`src/rtl/fft_ctrl_pkg.sv`:
```
// fft_ctrl_pkg: shared state encoding, default sizes and helpers for the FFT sequencer
package fft_ctrl_pkg;
  localparam int DEF_LOG2N = 3;
  localparam int DEF_BF_LATENCY = 4;
  typedef enum logic [2:0] {S_IDLE, S_LOAD, S_ISSUE, S_DRAIN, S_OUTPUT} fft_seq_state_e;
  function automatic int stage_w(int lg);
    return lg > 1 ? $clog2(lg) : 1;
  endfunction
  // Reverses the low w bits of v; bits at and above w come back as zero.
  function automatic logic [31:0] bitrev(logic [31:0] v, int w);
    logic [31:0] r;
    r = '0;
    for (int i = 0; i < 32; i++)
      if (i < w) r[5'(i)] = v[5'(w - 1 - i)];
    return r;
  endfunction
endpackage

```
`src/rtl/fft_inplace_sequencer_if.sv`:
```
// fft_inplace_sequencer_if: stream, RAM-address and butterfly control bundle of the FFT sequencer
interface fft_inplace_sequencer_if
  import fft_ctrl_pkg::*;
#(
  parameter int LOG2N = DEF_LOG2N
);
  localparam int SW = stage_w(LOG2N);
  logic             in_valid_i;
  logic             in_ready_o;
  logic             ld_we_o;
  logic [LOG2N-1:0] ld_addr_o;
  logic             bf_issue_o;
  logic [LOG2N-1:0] bf_addr_a_o;
  logic [LOG2N-1:0] bf_addr_b_o;
  logic [LOG2N-2:0] bf_tw_o;
  logic             wb_en_o;
  logic [LOG2N-1:0] wb_addr_a_o;
  logic [LOG2N-1:0] wb_addr_b_o;
  logic             out_valid_o;
  logic             out_ready_i;
  logic [LOG2N-1:0] out_rd_addr_o;
  logic             out_last_o;
  logic [SW-1:0]    stage_o;
  logic             busy_o;
  modport master (
    input  in_valid_i, out_ready_i,
    output in_ready_o, ld_we_o, ld_addr_o, bf_issue_o, bf_addr_a_o, bf_addr_b_o, bf_tw_o,
           wb_en_o, wb_addr_a_o, wb_addr_b_o, out_valid_o, out_rd_addr_o, out_last_o,
           stage_o, busy_o
  );
  modport slave (
    output in_valid_i, out_ready_i,
    input  in_ready_o, ld_we_o, ld_addr_o, bf_issue_o, bf_addr_a_o, bf_addr_b_o, bf_tw_o,
           wb_en_o, wb_addr_a_o, wb_addr_b_o, out_valid_o, out_rd_addr_o, out_last_o,
           stage_o, busy_o
  );
endinterface

```
`src/rtl/fft_wb_delay.sv`:
```
// fft_wb_delay: DEPTH-stage delay line aligning write-back strobe/addresses with butterfly output
module fft_wb_delay
  import fft_ctrl_pkg::*;
#(
  parameter int W = DEF_LOG2N,
  parameter int DEPTH = DEF_BF_LATENCY
) (
  input  logic         clk_i,
  input  logic         rst_i,
  input  logic         en_i,
  input  logic [W-1:0] a_i,
  input  logic [W-1:0] b_i,
  output logic         en_o,
  output logic [W-1:0] a_o,
  output logic [W-1:0] b_o
);
  logic [2*W:0] sr_d [DEPTH];
  logic [2*W:0] sr_q [DEPTH];
  always_comb begin
    sr_d[0] = {en_i, a_i, b_i};
    for (int i = 1; i < DEPTH; i++) sr_d[i] = sr_q[i-1];
  end
  // Clearing the whole line on reset kills any write-back still in flight.
  always_ff @(posedge clk_i or posedge rst_i)
    if (rst_i) sr_q <= '{default: '0};
    else sr_q <= sr_d;
  assign {en_o, a_o, b_o} = sr_q[DEPTH-1];
endmodule

```
`src/rtl/fft_inplace_sequencer.sv`:
```
// fft_inplace_sequencer: load / per-stage butterfly issue / drain / bit-reversed output
// sequencing for an in-place radix-2 DIF FFT sharing one pipelined butterfly.
module fft_inplace_sequencer
  import fft_ctrl_pkg::*;
#(
  parameter int LOG2N = DEF_LOG2N,
  parameter int BF_LATENCY = DEF_BF_LATENCY
) (
  input  logic                   clk_i,
  input  logic                   rst_i,
  fft_inplace_sequencer_if.master bus
);
  localparam int N = 1 << LOG2N;
  localparam int SW = stage_w(LOG2N);
  localparam int DW = BF_LATENCY > 1 ? $clog2(BF_LATENCY) : 1;
  localparam logic [LOG2N-1:0] LAST = LOG2N'(N - 1);
  localparam logic [LOG2N-1:0] HALF_LAST = LOG2N'(N / 2 - 1);
  localparam logic [SW-1:0] LAST_STAGE = SW'(LOG2N - 1);
  localparam logic [DW-1:0] DLAST = DW'(BF_LATENCY - 1);
  fft_seq_state_e   state_q, state_d;
  logic [LOG2N-1:0] cnt_q, cnt_d;
  logic [SW-1:0]    stage_q, stage_d;
  logic [DW-1:0]    dcnt_q, dcnt_d;
  logic [LOG2N-1:0] span, k, a;
  logic             iss, ld_hs, out_hs;
  // a = 2*g*span + k rewritten as 2*(p-k) + k since g*span is p with its low bits cleared.
  always_comb begin
    span = LOG2N'(N >> (32'(stage_q) + 1));
    k = cnt_q & (span - 1'b1);
    a = ((cnt_q - k) << 1) + k;
    iss = state_q == S_ISSUE;
    ld_hs = state_q == S_LOAD && bus.in_valid_i;
    out_hs = state_q == S_OUTPUT && bus.out_ready_i;
    bus.in_ready_o = state_q == S_LOAD;
    bus.ld_we_o = ld_hs;
    bus.ld_addr_o = state_q == S_LOAD ? cnt_q : '0;
    bus.bf_issue_o = iss;
    bus.bf_addr_a_o = iss ? a : '0;
    bus.bf_addr_b_o = iss ? a + span : '0;
    bus.bf_tw_o = iss ? (LOG2N-1)'(k << stage_q) : '0;
    bus.out_valid_o = state_q == S_OUTPUT;
    bus.out_rd_addr_o = state_q == S_OUTPUT ? LOG2N'(bitrev(32'(cnt_q), LOG2N)) : '0;
    bus.out_last_o = state_q == S_OUTPUT && cnt_q == LAST;
    bus.stage_o = stage_q;
    bus.busy_o = state_q inside {S_ISSUE, S_DRAIN, S_OUTPUT};
  end
  always_comb begin
    state_d = state_q;
    cnt_d = cnt_q;
    stage_d = stage_q;
    dcnt_d = dcnt_q;
    case (state_q)
      S_IDLE: state_d = S_LOAD;
      S_LOAD: if (ld_hs) begin
        cnt_d = cnt_q == LAST ? '0 : cnt_q + 1'b1;
        stage_d = '0;
        state_d = cnt_q == LAST ? S_ISSUE : S_LOAD;
      end
      S_ISSUE: begin
        cnt_d = cnt_q == HALF_LAST ? '0 : cnt_q + 1'b1;
        dcnt_d = '0;
        state_d = cnt_q == HALF_LAST ? S_DRAIN : S_ISSUE;
      end
      // Draining BF_LATENCY cycles lands the stage's last write-back before the next stage reads.
      S_DRAIN: begin
        dcnt_d = dcnt_q == DLAST ? '0 : dcnt_q + 1'b1;
        if (dcnt_q == DLAST) begin
          state_d = stage_q == LAST_STAGE ? S_OUTPUT : S_ISSUE;
          stage_d = stage_q == LAST_STAGE ? stage_q : stage_q + 1'b1;
        end
      end
      S_OUTPUT: if (out_hs) begin
        cnt_d = cnt_q == LAST ? '0 : cnt_q + 1'b1;
        stage_d = cnt_q == LAST ? '0 : stage_q;
        state_d = cnt_q == LAST ? S_LOAD : S_OUTPUT;
      end
      default: state_d = S_IDLE;
    endcase
  end
  always_ff @(posedge clk_i or posedge rst_i)
    if (rst_i) begin
      state_q <= S_IDLE;
      cnt_q <= '0;
      stage_q <= '0;
      dcnt_q <= '0;
    end else begin
      state_q <= state_d;
      cnt_q <= cnt_d;
      stage_q <= stage_d;
      dcnt_q <= dcnt_d;
    end
  fft_wb_delay #(.W(LOG2N), .DEPTH(BF_LATENCY)) u_wb_delay (
    .clk_i(clk_i),
    .rst_i(rst_i),
    .en_i (bus.bf_issue_o),
    .a_i  (bus.bf_addr_a_o),
    .b_i  (bus.bf_addr_b_o),
    .en_o (bus.wb_en_o),
    .a_o  (bus.wb_addr_a_o),
    .b_o  (bus.wb_addr_b_o)
  );
endmodule

```
`src/flat_wrapper.sv`:
```
// flat-port wrapper written by rule: the top's interface ports become plain ports
module fft_inplace_sequencer_flat import fft_ctrl_pkg::*;
#(
  parameter int LOG2N = DEF_LOG2N,
  parameter int BF_LATENCY = DEF_BF_LATENCY
)
  (clk_i, rst_i, bus_in_valid_i, bus_out_ready_i, bus_in_ready_o, bus_ld_we_o, bus_ld_addr_o, bus_bf_issue_o, bus_bf_addr_a_o, bus_bf_addr_b_o, bus_bf_tw_o, bus_wb_en_o, bus_wb_addr_a_o, bus_wb_addr_b_o, bus_out_valid_o, bus_out_rd_addr_o, bus_out_last_o, bus_stage_o, bus_busy_o);
  fft_inplace_sequencer_if #(.LOG2N(LOG2N)) bus_i ();
  input  logic clk_i;
  input  logic rst_i;
  input wire logic [$bits(bus_i.in_valid_i)-1:0] bus_in_valid_i;
  input wire logic [$bits(bus_i.out_ready_i)-1:0] bus_out_ready_i;
  output wire logic [$bits(bus_i.in_ready_o)-1:0] bus_in_ready_o;
  output wire logic [$bits(bus_i.ld_we_o)-1:0] bus_ld_we_o;
  output wire logic [$bits(bus_i.ld_addr_o)-1:0] bus_ld_addr_o;
  output wire logic [$bits(bus_i.bf_issue_o)-1:0] bus_bf_issue_o;
  output wire logic [$bits(bus_i.bf_addr_a_o)-1:0] bus_bf_addr_a_o;
  output wire logic [$bits(bus_i.bf_addr_b_o)-1:0] bus_bf_addr_b_o;
  output wire logic [$bits(bus_i.bf_tw_o)-1:0] bus_bf_tw_o;
  output wire logic [$bits(bus_i.wb_en_o)-1:0] bus_wb_en_o;
  output wire logic [$bits(bus_i.wb_addr_a_o)-1:0] bus_wb_addr_a_o;
  output wire logic [$bits(bus_i.wb_addr_b_o)-1:0] bus_wb_addr_b_o;
  output wire logic [$bits(bus_i.out_valid_o)-1:0] bus_out_valid_o;
  output wire logic [$bits(bus_i.out_rd_addr_o)-1:0] bus_out_rd_addr_o;
  output wire logic [$bits(bus_i.out_last_o)-1:0] bus_out_last_o;
  output wire logic [$bits(bus_i.stage_o)-1:0] bus_stage_o;
  output wire logic [$bits(bus_i.busy_o)-1:0] bus_busy_o;
  assign bus_i.in_valid_i = bus_in_valid_i;
  assign bus_i.out_ready_i = bus_out_ready_i;
  assign bus_in_ready_o = bus_i.in_ready_o;
  assign bus_ld_we_o = bus_i.ld_we_o;
  assign bus_ld_addr_o = bus_i.ld_addr_o;
  assign bus_bf_issue_o = bus_i.bf_issue_o;
  assign bus_bf_addr_a_o = bus_i.bf_addr_a_o;
  assign bus_bf_addr_b_o = bus_i.bf_addr_b_o;
  assign bus_bf_tw_o = bus_i.bf_tw_o;
  assign bus_wb_en_o = bus_i.wb_en_o;
  assign bus_wb_addr_a_o = bus_i.wb_addr_a_o;
  assign bus_wb_addr_b_o = bus_i.wb_addr_b_o;
  assign bus_out_valid_o = bus_i.out_valid_o;
  assign bus_out_rd_addr_o = bus_i.out_rd_addr_o;
  assign bus_out_last_o = bus_i.out_last_o;
  assign bus_stage_o = bus_i.stage_o;
  assign bus_busy_o = bus_i.busy_o;
  fft_inplace_sequencer #(.LOG2N(LOG2N), .BF_LATENCY(BF_LATENCY)) u_core (.clk_i(clk_i), .rst_i(rst_i), .bus(bus_i));
endmodule
```
`config.mk`:
```
export PLATFORM = sky130hd
export DESIGN_NAME = fft_inplace_sequencer_flat
export DESIGN_NICKNAME = d
export VERILOG_FILES = /design/src/rtl/fft_ctrl_pkg.sv /design/src/rtl/fft_inplace_sequencer_if.sv /design/src/rtl/fft_wb_delay.sv /design/src/rtl/fft_inplace_sequencer.sv /design/src/flat_wrapper.sv
export SDC_FILE = /design/constraint.sdc
export NUM_CORES = 1
export LEC_CHECK = 0
export CELL_PAD_IN_SITES_DETAIL_PLACEMENT = 1
export CELL_PAD_IN_SITES_GLOBAL_PLACEMENT = 2
export CORE_ASPECT_RATIO = 1.5
export CORE_UTILIZATION = 33
export DETAILED_ROUTE_END_ITERATION = 16
export PLACE_DENSITY = 0.86
export SYNTH_ARGS = -nofsm -noshare
export SYNTH_HDL_FRONTEND = slang
export SYNTH_SLANG_ARGS = --single-unit
export TNS_END_PERCENT = 10
```
`constraint.sdc`:
```
create_clock -name clk_i -period 3.3 [get_ports clk_i]
set_clock_uncertainty 0.2 [all_clocks]
set_input_delay 0.33 -clock clk_i [delete_from_list [all_inputs] [get_ports clk_i]]
set_output_delay 0.33 -clock clk_i [all_outputs]
set_load 0.05 [all_outputs]
```
* After elaboration in Yosys (flattened, before gate mapping)
Index checks and enable logic that the tools add are counted.
Storage, ports and cells: flip-flop bits (word level) 38, output and inout bits 29, logic and storage cells 69, bits of input ports 4
Operators by class: shift operators 2, muxes and demuxes 26, bitwise gates (word level) 1, equality and inequality tests 13, add/sub/neg operators 8, reductions and logical operators 11
Operators with widths (count):
- $mux 3 | 13
- $shr 4x32->3 const A | 1
- $mux 2 | 8
- $pmux 3 s5 | 1
- $eq 3x2->1 const B | 3
- $pmux 3 s3 | 1
- $reduce_bool 3->1 | 3
- $add 3x3->3 | 2
- $eq 3x3->1 const B | 2
- $ne 2x1->1 const B | 3
- $pmux 2 s3 | 1
- $reduce_and 3->1 | 2
- $reduce_and 6->1 | 1
- $add 2x1->2 const B | 2
- $eq 2x2->1 const B | 2
- $ne 2x2->1 const B | 2
- $pmux 2 s2 | 1
- $add 2x1->3 const B | 1
- $add 3x1->3 const B | 1
- $and 3x3->3 | 1
- $eq 3x1->1 const B | 1
- $logic_and 1x1->1 | 3
- $logic_not 3->1 | 1
- $shl 3x2->2 | 1
- 4 further kinds | 4

* Logic depth before layout (Yosys ltp)
Gate-level depths: netlist of run 1.
depth in word-level cells 8, mapped depth 10, mapped depth without buffers 9

* By module
A second synthesis of run 1 with hierarchy kept.
Unflattened totals: cells, all modules 146, area, all modules 1685.4 sq um
By module, submodules not included:
- fft_inplace_sequencer | times used 1, area each 980.9 sq um, cells an instance 117, sequential area each 250.2 sq um
- fft_wb_delay | times used 1, area each 704.4 sq um, cells an instance 29, sequential area each 700.7 sq um

* Worst setup path before layout of run 1
Ideal clock, no wire load.
path kind register to output, start point register u_core.stage_q[0], in the netlist u_core.bus.stage_o[0], end point output bus_bf_tw_o[0], arrival 2757 ps, stages on the path, launching flop included 5, required time 2770 ps, path slack 13 ps, path buffers 0, path through dfrtp_1 inv_1 ha_1 nand2b_1 nor4_1
On the way: cells in the longest elaborated chain, start to end 6
Ends and longest elaborated chain:
- start, declared | RTL line fft_inplace_sequencer.sv:22 | logic [SW-1:0] stage_q, stage_d;
- start signal, assigned | RTL line fft_inplace_sequencer.sv:89 | stage_q <= stage_d;
- $add 2x1->3 | RTL line fft_inplace_sequencer.sv:28 | span = LOG2N'(N >> (32'(stage_q) + 1));
- $shr 4x32->3 | RTL line fft_inplace_sequencer.sv:28
- $sub 3x1->3 | RTL line fft_inplace_sequencer.sv:29 | k = cnt_q & (span - 1'b1);
- $and 3x3->3 | RTL line fft_inplace_sequencer.sv:29
- $shl 3x2->2 (*) | RTL line fft_inplace_sequencer.sv:40 | bus.bf_tw_o = iss ? (LOG2N-1)'(k << stage_q) : '0;
- $mux 2 (*) | RTL line fft_inplace_sequencer.sv:40
- end, declared | RTL line flat_wrapper.sv:19 | output wire logic [$bits(bus_i.bf_tw_o)-1:0] bus_bf_tw_o;
Every way passes the cells marked *; elsewhere a longest branch is shown, timed or not.

* Worst setup path after layout of run 1
start point register u_core.state_q[1], end point output bus_bf_addr_a_o[1]
On the way: cells in the longest elaborated chain, start to end 2
Ends and longest elaborated chain:
- start, declared | RTL line fft_inplace_sequencer.sv:20 | fft_seq_state_e state_q, state_d;
- start signal, assigned | RTL line fft_inplace_sequencer.sv:87 | state_q <= state_d;
- $eq 3x2->1 | RTL line fft_inplace_sequencer.sv:31 | iss = state_q == S_ISSUE;
- $mux 3 | RTL line fft_inplace_sequencer.sv:38 | bus.bf_addr_a_o = iss ? a : '0;
- end, declared | RTL line flat_wrapper.sv:17 | output wire logic [$bits(bus_i.bf_addr_a_o)-1:0] bus_bf_addr_a_o;
Every way passes these cells.

==> impl_results.md, run 1 <==
* Max-cap violation count at 0
* Compound-gate portion of the synthesized area at 0.0743
* WHS Path Cells at 0
* Post-synth top area cell: dfrtp_1
* Setup CP Type: flip-flop to output pin
* CP max FO at 14
* Ys Warns at 0
* EDFF count, synth at 0
* Worst path arrival time at 2610 ps
* Worst R2R End: u_core.u_wb_delay.sr_d[16]
* Routed length per instance at 15.2 um
* Crit path required time at 2770 ps
* Reg clk slew, reported paths at 80 ps
* Depth of the CTS H-tree at 2
* Antenna violations before repair at 0
* Total number of vias at 1151
* Vias per cell at 4.66
* Share of cells above drive strength 1 at 0.110
* Mux cell area share after synthesis at 0.0353
* Worst hold path class: flip-flop to flip-flop
* Outcome: finished clean
* Commonest non-fill, non-tap cell in the layout: dfrtp_1
* Pre-antenna DRT Iters at 4
* Cell area after synthesis at 1700 um^2
* Clock sinks at 38
* Commonest non-fill, non-tap cells in the layout: 36 x dfrtp_1, 27 x clkdlybuf4s50_1, 16 x nor2_1
* Total power at 2.52 mW
* TritonCTS Buffers at 5
* IO Count at 33
* Placed cell count at 239
* Hold Buf Count CTS at 0
* Headroom to the max-slew limit at 0.655
* R2R setup slack at 870 ps
* Gp weighted congestion at 0.861
* Unique masters post-synth at 37
* Congestion Overflow GR at 0
* Max Slew Vio Count at 0
* Die Height at 89.9 um
* Syn_nets at 167
* R2R cell count at 9
* Die Footprint at 5450 um^2
* PortBufs at 32
* Iter 0 DRT Violations at 24
* Routed Antenna Nets at 0
* # nets final at 196
* Final cycle utilization of the critical path at 0.953
* Setup crit end kind: output pin
* Tmin final at 3140 ps
* Origin of the critical flop-to-flop path: u_core.bus.stage_o[0]
* Clock Tree Buf Depth at 2
* Hpwl dp at 2750 um
* Fill cell count at 554
* Synth top area share at 0.559
* Synth Area in Adders at 0.0927
* Core region area at 4890 um^2
* RSZ-0062 raised after global routing: no
* XOR/XNOR Fraction of Synth Area at 0.0235
* F_max at 318 MHz
* Synth Instances at 151
* Initial core utilization at 0.348
* Fin cells at 247
* Sink of the worst hold path: u_core.u_wb_delay.sr_d[3]
* CTS tree: yes
* Clock Latency Late Sink at 290 ps
* Startpoint Class: flip-flop
* Worst hold start: u_core.u_wb_delay.sr_d[10]
* Most used DFF post-synth: dfrtp_1
* Diode count at 0
* Largest family of logic cells by synthesized area: simple AND/OR/NAND/NOR gates
* Leakage power at 1.05 nW
* Die X at 60.6 um
* CTS root buf: clkbuf_8
* Area Overhead vs Synth at 29.1%
* #FFs+latches synth at 38
* Asr flop ratio synth at 1.00
* Vias in the first global route at 1294
* Detailed Route WL at 3760 um
* Post-Synth Simple-Gate Area at 0.137
* Power density cells at 1150 nW/um^2
* Hold Fails Final Rpt at 0
* Final setup TNS at 0 ps
* Largest net degree at the start of global routing at 39
* Synth top area cells: dfrtp_1 56%, ha_1 8.1%, nor2_1 3.8%, mux2i_1 3.5%, buf_4 2.6%
* Mapped Avg Cell Area at 11.3 um^2
* Worst-margin pin slew at 518 ps
* Peak VDD IR at 443 uV
* Final setup viols at 0
* Seq/Total Area, Yosys at 0.559
* Overall Global Routing Usage at 0.162
* Core Rows at 31
* DRC violations left at 0
* First-pass GRT wire length at 6480 um
==> how the worst max path moves through the flow <==
stage                                from                  to  cells after the start
floorplan           u_core.bus.stage_o[0]      bus_bf_tw_o[0]                      4
global placement    u_core.bus.stage_o[0]  bus_bf_addr_b_o[2]                     10
detailed placement  u_core.bus.stage_o[0]  bus_bf_addr_b_o[2]                     10
CTS                 u_core.bus.stage_o[1]  bus_bf_addr_b_o[2]                     10
global route            u_core.state_q[1]      bus_bf_tw_o[1]                      4
finish                  u_core.state_q[1]  bus_bf_addr_a_o[1]                      4
==> worst max-delay path, stage by stage (launching register included) <==
cell	delay, ps
dfrtp_1	610
nand2b_1	250
or2_2	440
nor2_1	190
clkdlybuf4s50_1	840
==> stage by stage <==
step                cell area [um^2]  utilization  setup WS [ps]  hold WS (ps)
detailed placement              2050        0.420            335           136
CTS                             2190        0.448           27.3           153
global placement                2050        0.420            430           131
global route                    2200        0.449           1.94           160
floorplan                       1700            -           13.4           131
finish                          2200        0.449            157           152
==> synthesized netlist by cell type, types with 2 or more instances <==
cell / count
buf_2: 3
nor3_1: 2
and2_1: 5
nand2_1: 11
buf_4: 6
mux2i_1: 6
dfrtp_1: 38
ha_1: 11
nand2b_1: 3
inv_1: 12
a21oi_1: 7
o21ai_0: 5
nand3b_1: 2
nor2_1: 17
==> kinds of logic (layout without fill, tap and decap cells) <==
kind of cell / Yosys count / in the layout
xor gates and xnor gates: 3 / 3
DFF: 38 / 38
and+or+nand+nor: 47 / 47
adders and majority gates: 12 / 12
AOI/OAI and AO/OA: 20 / 20
buffers and inverters: 25 / 55
muxes: 6 / 6
==> state kept, by name, summed over array words and instances (netlist names) <==
register                count
u_core.cnt_q                3
u_core.u_wb_delay.a_o       3
u_core.dcnt_q               2
u_core.u_wb_delay.en_o      1
u_core.state_q              3
u_core.bus.stage_o          2
u_core.u_wb_delay.b_o       3
u_core.u_wb_delay.sr_d     21
==> what timing repair did <==
item / 4_1_cts / 5_1_grt
resized for setup: 1 / 3
setup endpoints to repair: 1 / 1
buffers inserted: 0 / 0
==> routing by layer <==
metal  GRT usage  routed length (um)
met4      0.0777                 119
met1       0.192                1560
met5           0                   0
met2       0.266                1980
met3      0.0374                 100
==> power by group <==
group / switching [mW] / leakage (nW) / total [mW] / internal [mW]
logic: 0.826 / 0.481 / 1.28 / 0.451
registers: 0.133 / 0.502 / 0.769 / 0.636
clock network: 0.168 / 0.0683 / 0.471 / 0.303
total: 1.13 / 1.05 / 2.52 / 1.39
==> final cells by class <==
cell class | instances | area [um^2] | share of cell area
clock buffers | 5 | 68.8 | 0.0313
clock inverters | 3 | 68.8 | 0.0313
inverters | 14 | 57.6 | 0.0262
multi-input cells | 88 | 619 | 0.282
flip-flops and latches | 38 | 953 | 0.434
well taps | 66 | 82.6 | 0.0376
repair buffers | 33 | 345 | 0.157
Note: power is estimated with default switching activity, not from simulation.
==> run 2: changes to the inputs <==
- CORE_MARGIN: not set -> 8
- RECOVER_POWER: not set -> 25
==> run 2 against run 1 <==
- the run now ends with capacitance limit, slew limit left
- non-clock buffer count is 6 higher
- via count is 2.3% higher
- flip-flop and latch count stayed put
- combinational power is 3% higher
- sequential power is 0.7% lower
- worst hold slack worse by 4.1 ps
- global-route usage is 5.4 points lower
- clock power is 31% lower
- clock-buffer cell count is 1 higher
- critical path depth is 6 higher
- utilization is 1.4 points lower
- critical path type unchanged
- largest cell class unchanged
- highest routed layer unchanged
==> impl_results.md, run 2 (synthesis gave the netlist of run 1 again) <==
* Total number of vias at 1177
* DRC violations left at 0
* IO Count at 33
* # nets final at 202
* Clock Latency Late Sink at 280 ps
* CTS tree: yes
* Depth of the CTS H-tree at 2
* Layout Utilization at 0.436
* Iter 0 DRT Violations at 36
* Die X at 74.6 um
* Routed Antenna Nets at 0
* R2R cell count at 10
* Diode count at 0
* Worst path arrival time at 2600 ps
* Die Height at 104 um
* WHS Path Cells at 0
* Storage cell area at 953 um^2
* Overall Global Routing Usage at 0.108
* Commonest non-fill, non-tap cell in the layout: dfrtp_1
* Critical path's slowest cell: dfrtp_2
* Worst-margin pin slew at 1950 ps
* Largest net degree at the start of global routing at 39
* Antenna violations before repair at 0
* Slowest stage delay, CP at 430 ps
* Reg clk slew, reported paths at 70 ps
* Delay-heaviest family, CP: adder cells
* First-pass GRT wire length at 6530 um
* Congestion Overflow GR at 0
* Clock Tree Buf Depth at 2
* CP max FO at 6
* Tmin final at 3130 ps
* R2R setup slack at 760 ps
* Hold Buf Count CTS at 0
* Multi-input combinational cell area at 619 um^2
* Final setup TNS at 0 ps
* CTS root buf: clkbuf_8
* Core Rows at 32
* Max-cap violation count at 1
* Fin cells at 255
* Pre-antenna DRT Iters at 4
* Area Overhead vs Synth at 29.2%
* Startpoint Class: flip-flop
* Final setup viols at 0
* Leakage power at 1.06 nW
* Hpwl dp at 2910 um
* Place WS at 335 ps
* Commonest non-fill, non-tap cells in the layout: 36 x dfrtp_1, 26 x clkdlybuf4s50_1, 16 x nor2_1
* Gp weighted congestion at 0.832
* Setup CP Type: flip-flop to output pin
* Outcome: finished with violations
* Clock sinks at 38
* Routed length per instance at 15.3 um
* PortBufs at 32
* Fill cell count at 571
* Detailed Route WL at 3890 um
* Placed cell count at 241
* Crit path required time at 2770 ps
* WP depth at 10
* Final cycle utilization of the critical path at 0.948
* Core region area at 5040 um^2
* Vias per cell at 4.62
* Final worst-path setup slack at 172 ps
* Worst hold path class: flip-flop to flip-flop
* TritonCTS Buffers at 5
* Initial core utilization at 0.337
* Setup crit end kind: output pin
* Headroom to the max-slew limit at -0.297
* Share of cells above drive strength 1 at 0.134
* Crit path cell chain: inv_1 -> ha_1 -> nor2_1 -> ha_1 -> inv_1 -> fa_1 -> xor2_1 -> xnor2_1 -> nor2_2 -> buf_12
* Failing checks: capacitance limit, slew limit
* Max Slew Vio Count at 39
* WP buf/inv at 3
* Hold_ws at 147 ps
* Number of flip-flops in the largest register at 21
* Peak VDD IR at 315 uV
* Hold Fails Final Rpt at 0
* F_max at 320 MHz
* Die Footprint at 7750 um^2
* Power density cells at 1100 nW/um^2
* Vias in the first global route at 1338
-- run 2: cell types whose count changed in the layout (fill, tap and decap cells not counted) --
cell	change
clkdlybuf4s50_1	-1
clkbuf_8	+1
dlygate4sd3_1	+1
clkinv_2	+1
bufinv_16	-2
clkinv_4	-1
clkbuf_1	+1
clkinvlp_4	+1
buf_4	+5
-- run 2: worst reg2reg max path: stages, from the launching register on --
cell,delay [ps]
dfrtp_2,430
inv_1,90
ha_1,330
nor2_1,80
ha_1,270
inv_1,60
fa_1,410
xor2_1,180
xnor2_1,140
nor2_2,180
buf_4,130
-- run 2: stage by stage --
stage / cell area (um^2) / power, mW
2_1_floorplan: 1700 / 1.67
3_3_place_gp: 2050 / 2.02
3_5_place_dp: 2050 / 2.07
4_1_cts: 2150 / 2.40
5_1_grt: 2200 / 2.58
6_report: 2200 / 2.41
-- run 2: worst paths after layout --
path | startpoint | end
setup / recovery | u_core.bus.stage_o[1] | bus_bf_addr_b_o[2]
hold reg to reg | u_core.u_wb_delay.sr_d[6] | u_core.u_wb_delay.en_o
hold / removal | u_core.u_wb_delay.sr_d[6] | u_core.u_wb_delay.en_o
max in group asynchronous | rst_i | u_core.bus.stage_o[1]
setup reg to reg | u_core.bus.stage_o[1] | u_core.u_wb_delay.sr_d[16]
min in group asynchronous | rst_i | u_core.u_wb_delay.en_o
-- run 2: timing repair --
item	4_1_cts	5_1_grt
gates resized for setup	1	3
pin swaps	0	1
endpoints found under the setup margin	1	4
setup buffers	0	6
-- run 2: final cells by class --
class / count / area share
clock buffer: 6 / 0.0376
multi-input combinational: 88 / 0.282
inverter: 14 / 0.0262
clock inverter: 2 / 0.00569
tap: 68 / 0.0387
sequential: 38 / 0.434
timing repair buffer: 39 / 0.176
-- run 2: metal layers --
metal  vias up  part of all wire  track usage
li1        557                 -            -
met1       588              0.40        0.114
met2        23              0.54        0.193
met3         9             0.039       0.0251
met4         0             0.024       0.0451
met5         -                 0            0
-- run 2: report_power, final --
part	total (mW)	leakage, nW	switching [mW]	internal [mW]
sequential	0.764	0.502	0.128	0.636
clock	0.324	0.0472	0.157	0.168
combinational	1.32	0.511	0.841	0.481
total	2.41	1.06	1.13	1.28
==> run 3: changes to the inputs <==
- PLACE_DENSITY: 0.86 -> 0.85
- SYNTH_HIERARCHICAL: not set -> 1
==> run 3 against run 2 <==
- flip-flop and latch count stayed put
- non-clock buffer count fell by 3
- synthesized cell count decreased by 3.3%
- critical path type unchanged
- largest cell class unchanged
- cell count decreased by 0.39%
- critical path depth unchanged
- sequential power decreased by 4.1%
- the flow now finishes without violations
- setup slack lost 21 ps
- die area shrank 0.72%
==> impl_results.md, run 3 <==
* Outcome: finished clean
* Final Cell Area at 2200 um^2
* Seq/Total Area, Yosys at 0.564
* Synth top area cells: dfrtp_1 56%, ha_1 8.2%, nand2_1 3.1%, nor2_1 3.1%, mux2i_1 3.0%
* Congestion Overflow GR at 0
* Hpwl dp at 3200 um
* Max-cap violation count at 0
* CTS root buf: clkbuf_8
* Peak VDD IR at 387 uV
* Largest family of logic cells by synthesized area: simple AND/OR/NAND/NOR gates
* Post-synth top cells: 38 x dfrtp_1, 14 x nand2_1, 14 x nor2_1
* Worst-margin pin slew at 989 ps
* Commonest non-fill, non-tap cell in the layout: dfrtp_1
* Hold Fails Final Rpt at 0
* Vias in the first global route at 1365
* Mapped Avg Cell Area at 11.5 um^2
* Ys Warns at 6
* Compound-gate portion of the synthesized area at 0.0661
* Synth Area in Adders at 0.0935
* WP buf/inv at 3
* Slowest stage delay, CP at 420 ps
* Most common cell in the synthesized netlist: dfrtp_1
* Iter 0 DRT Violations at 27
* Commonest non-fill, non-tap cells in the layout: 36 x dfrtp_1, 28 x clkdlybuf4s50_1, 14 x nand2_1
* Number of flip-flops in the largest register at 21
* Pre-antenna DRT Iters at 4
* R2R setup slack at 840 ps
* Die X at 74.4 um
* Clock Latency Late Sink at 280 ps
* IO Count at 33
* Reg clk slew, reported paths at 70 ps
* Max Slew Vio Count at 0
* Routed length per instance at 16.1 um
* Depth of the CTS H-tree at 2
* Share of cells above drive strength 1 at 0.134
* Final cycle utilization of the critical path at 0.954
* Critical path's slowest cell: dfrtp_2
* # nets final at 201
* Core region area at 5040 um^2
* Final setup viols at 0
* XOR/XNOR Fraction of Synth Area at 0.0238
* Overall Global Routing Usage at 0.115
* Fin cells at 254
* Total number of vias at 1192
* Post-synth top area cell: dfrtp_1
* Crit path cell chain: inv_1 -> ha_1 -> nor2_1 -> ha_1 -> inv_1 -> fa_1 -> xor2_1 -> xnor2_1 -> nor2_2 -> buf_12
* Hold Buf Count CTS at 0
* Power density cells at 1100 nW/um^2
* Hold_ws at 149 ps
* Unique masters post-synth at 39
* #FFs+latches synth at 38
* Die Height at 104 um
* CTS tree: yes
* Largest net degree at the start of global routing at 29
* F_max at 318 MHz
* Clock sinks at 38
* Antenna violations before repair at 0
* Diode count at 0
* CP max FO at 7
* Crit path required time at 2770 ps
* Syn_nets at 162
* Initial core utilization at 0.334
* Synth Instances at 146
* Placed cell areas at 2090 um^2
* PortBufs at 32
* Most used DFF post-synth: dfrtp_1
* Tmin final at 3150 ps
* Vias per cell at 4.69
* First-pass GRT wire length at 6880 um
* Cell area after synthesis at 1690 um^2
* Worst path arrival time at 2620 ps
* Post-Synth Simple-Gate Area at 0.148
* Synth top area share at 0.564
* Area Overhead vs Synth at 30.7%
* Layout Utilization at 0.437
* Startpoint Class: flip-flop
* Worst hold path class: flip-flop to flip-flop
* Clock Tree Buf Depth at 2
* EDFF count, synth at 0
* Gp weighted congestion at 0.812
* TritonCTS Buffers at 5
* Setup crit end kind: output pin
* Placed cell count at 244
* Headroom to the max-slew limit at 0.340
* Delay-heaviest family, CP: adder cells
* Core Rows at 32
* Routed Antenna Nets at 0
* Setup CP Type: flip-flop to output pin
* DRC violations left at 0
* Detailed Route WL at 4100 um
* Die Footprint at 7700 um^2
* Asr flop ratio synth at 1.00
* Leakage power at 1.07 nW
* Mux cell area share after synthesis at 0.0520
==> run 3: cell count changes in the layout (fill, tap and decap cells not counted), moves of 3 or more <==
cell and change:
buf_4 -3, nand2_1 +3, nor2_1 -3, o21ai_0 -4
==> run 3: kinds of logic after synthesis <==
| kind of cell | after synthesis |
|---|---|
| AOI/OAI and AO/OA | 17 |
| xor gates and xnor gates | 3 |
| adders and majority gates | 12 |
| buffers and inverters | 18 |
| DFF | 38 |
| muxes | 8 |
| and+or+nand+nor | 50 |
==> run 3: timing repair <==
action / 4_1_cts / 5_1_grt
resized for setup: 1 / 1
buffers inserted: 0 / 2
hold endpoints to repair: 0 / 0
endpoints found under the setup margin: 1 / 1
==> run 3: power by group <==
group	switching [mW]	internal, mW	leakage [nW]
sequential	0.100	0.633	0.502
combinational	0.863	0.492	0.523
clock	0.158	0.168	0.0472
total	1.12	1.29	1.07
==> run 3: stage by stage <==
stage / worst slack, ps / power (mW) / TNS, ps
2_1_floorplan: -156 / 1.65 / -156
3_3_place_gp: 447 / 2.04 / 0
3_5_place_dp: 321 / 2.09 / 0
4_1_cts: 56.8 / 2.43 / 0
5_1_grt: -3.66 / 2.58 / -3.66
6_report: 151 / 2.41 / 0
==> run 3: final timing paths <==
kind,start,endpoint,cells after the start
worst max-delay path,u_core/bus.stage_o[1],bus_bf_addr_b_o[2],10
worst min-delay path,u_core/u_wb_delay/sr_d[18],u_core/u_wb_delay/sr_d[11],0
worst max register to register,u_core/bus.stage_o[1],u_core/u_wb_delay/sr_d[16],9
worst min register to register,u_core/u_wb_delay/sr_d[18],u_core/u_wb_delay/sr_d[11],0
max in group asynchronous,rst_i,u_core/u_wb_delay/b_o[1],2
min in group asynchronous,rst_i,u_core/cnt_q[2],2
==> run 3: final cells by class <==
cell class	instances	area [um^2]
inverters	14	52.6
multi-input cells	90	649
clock buffers	6	82.6
clock inverters	2	12.5
well taps	68	85.1
repair buffers	36	368
fillers	589	2840
flip-flops and latches	38	953
==> run 3: per-layer routing <==
metal | wire [um] | vias up | part of all wire | GRT usage
met5 | 0 | - | 0 | 0
met4 | 70 | 0 | 0.017 | 0.0338
met3 | 184 | 6 | 0.045 | 0.0338
met2 | 2310 | 25 | 0.56 | 0.213
met1 | 1530 | 602 | 0.37 | 0.117
li1 | - | 559 | - | -
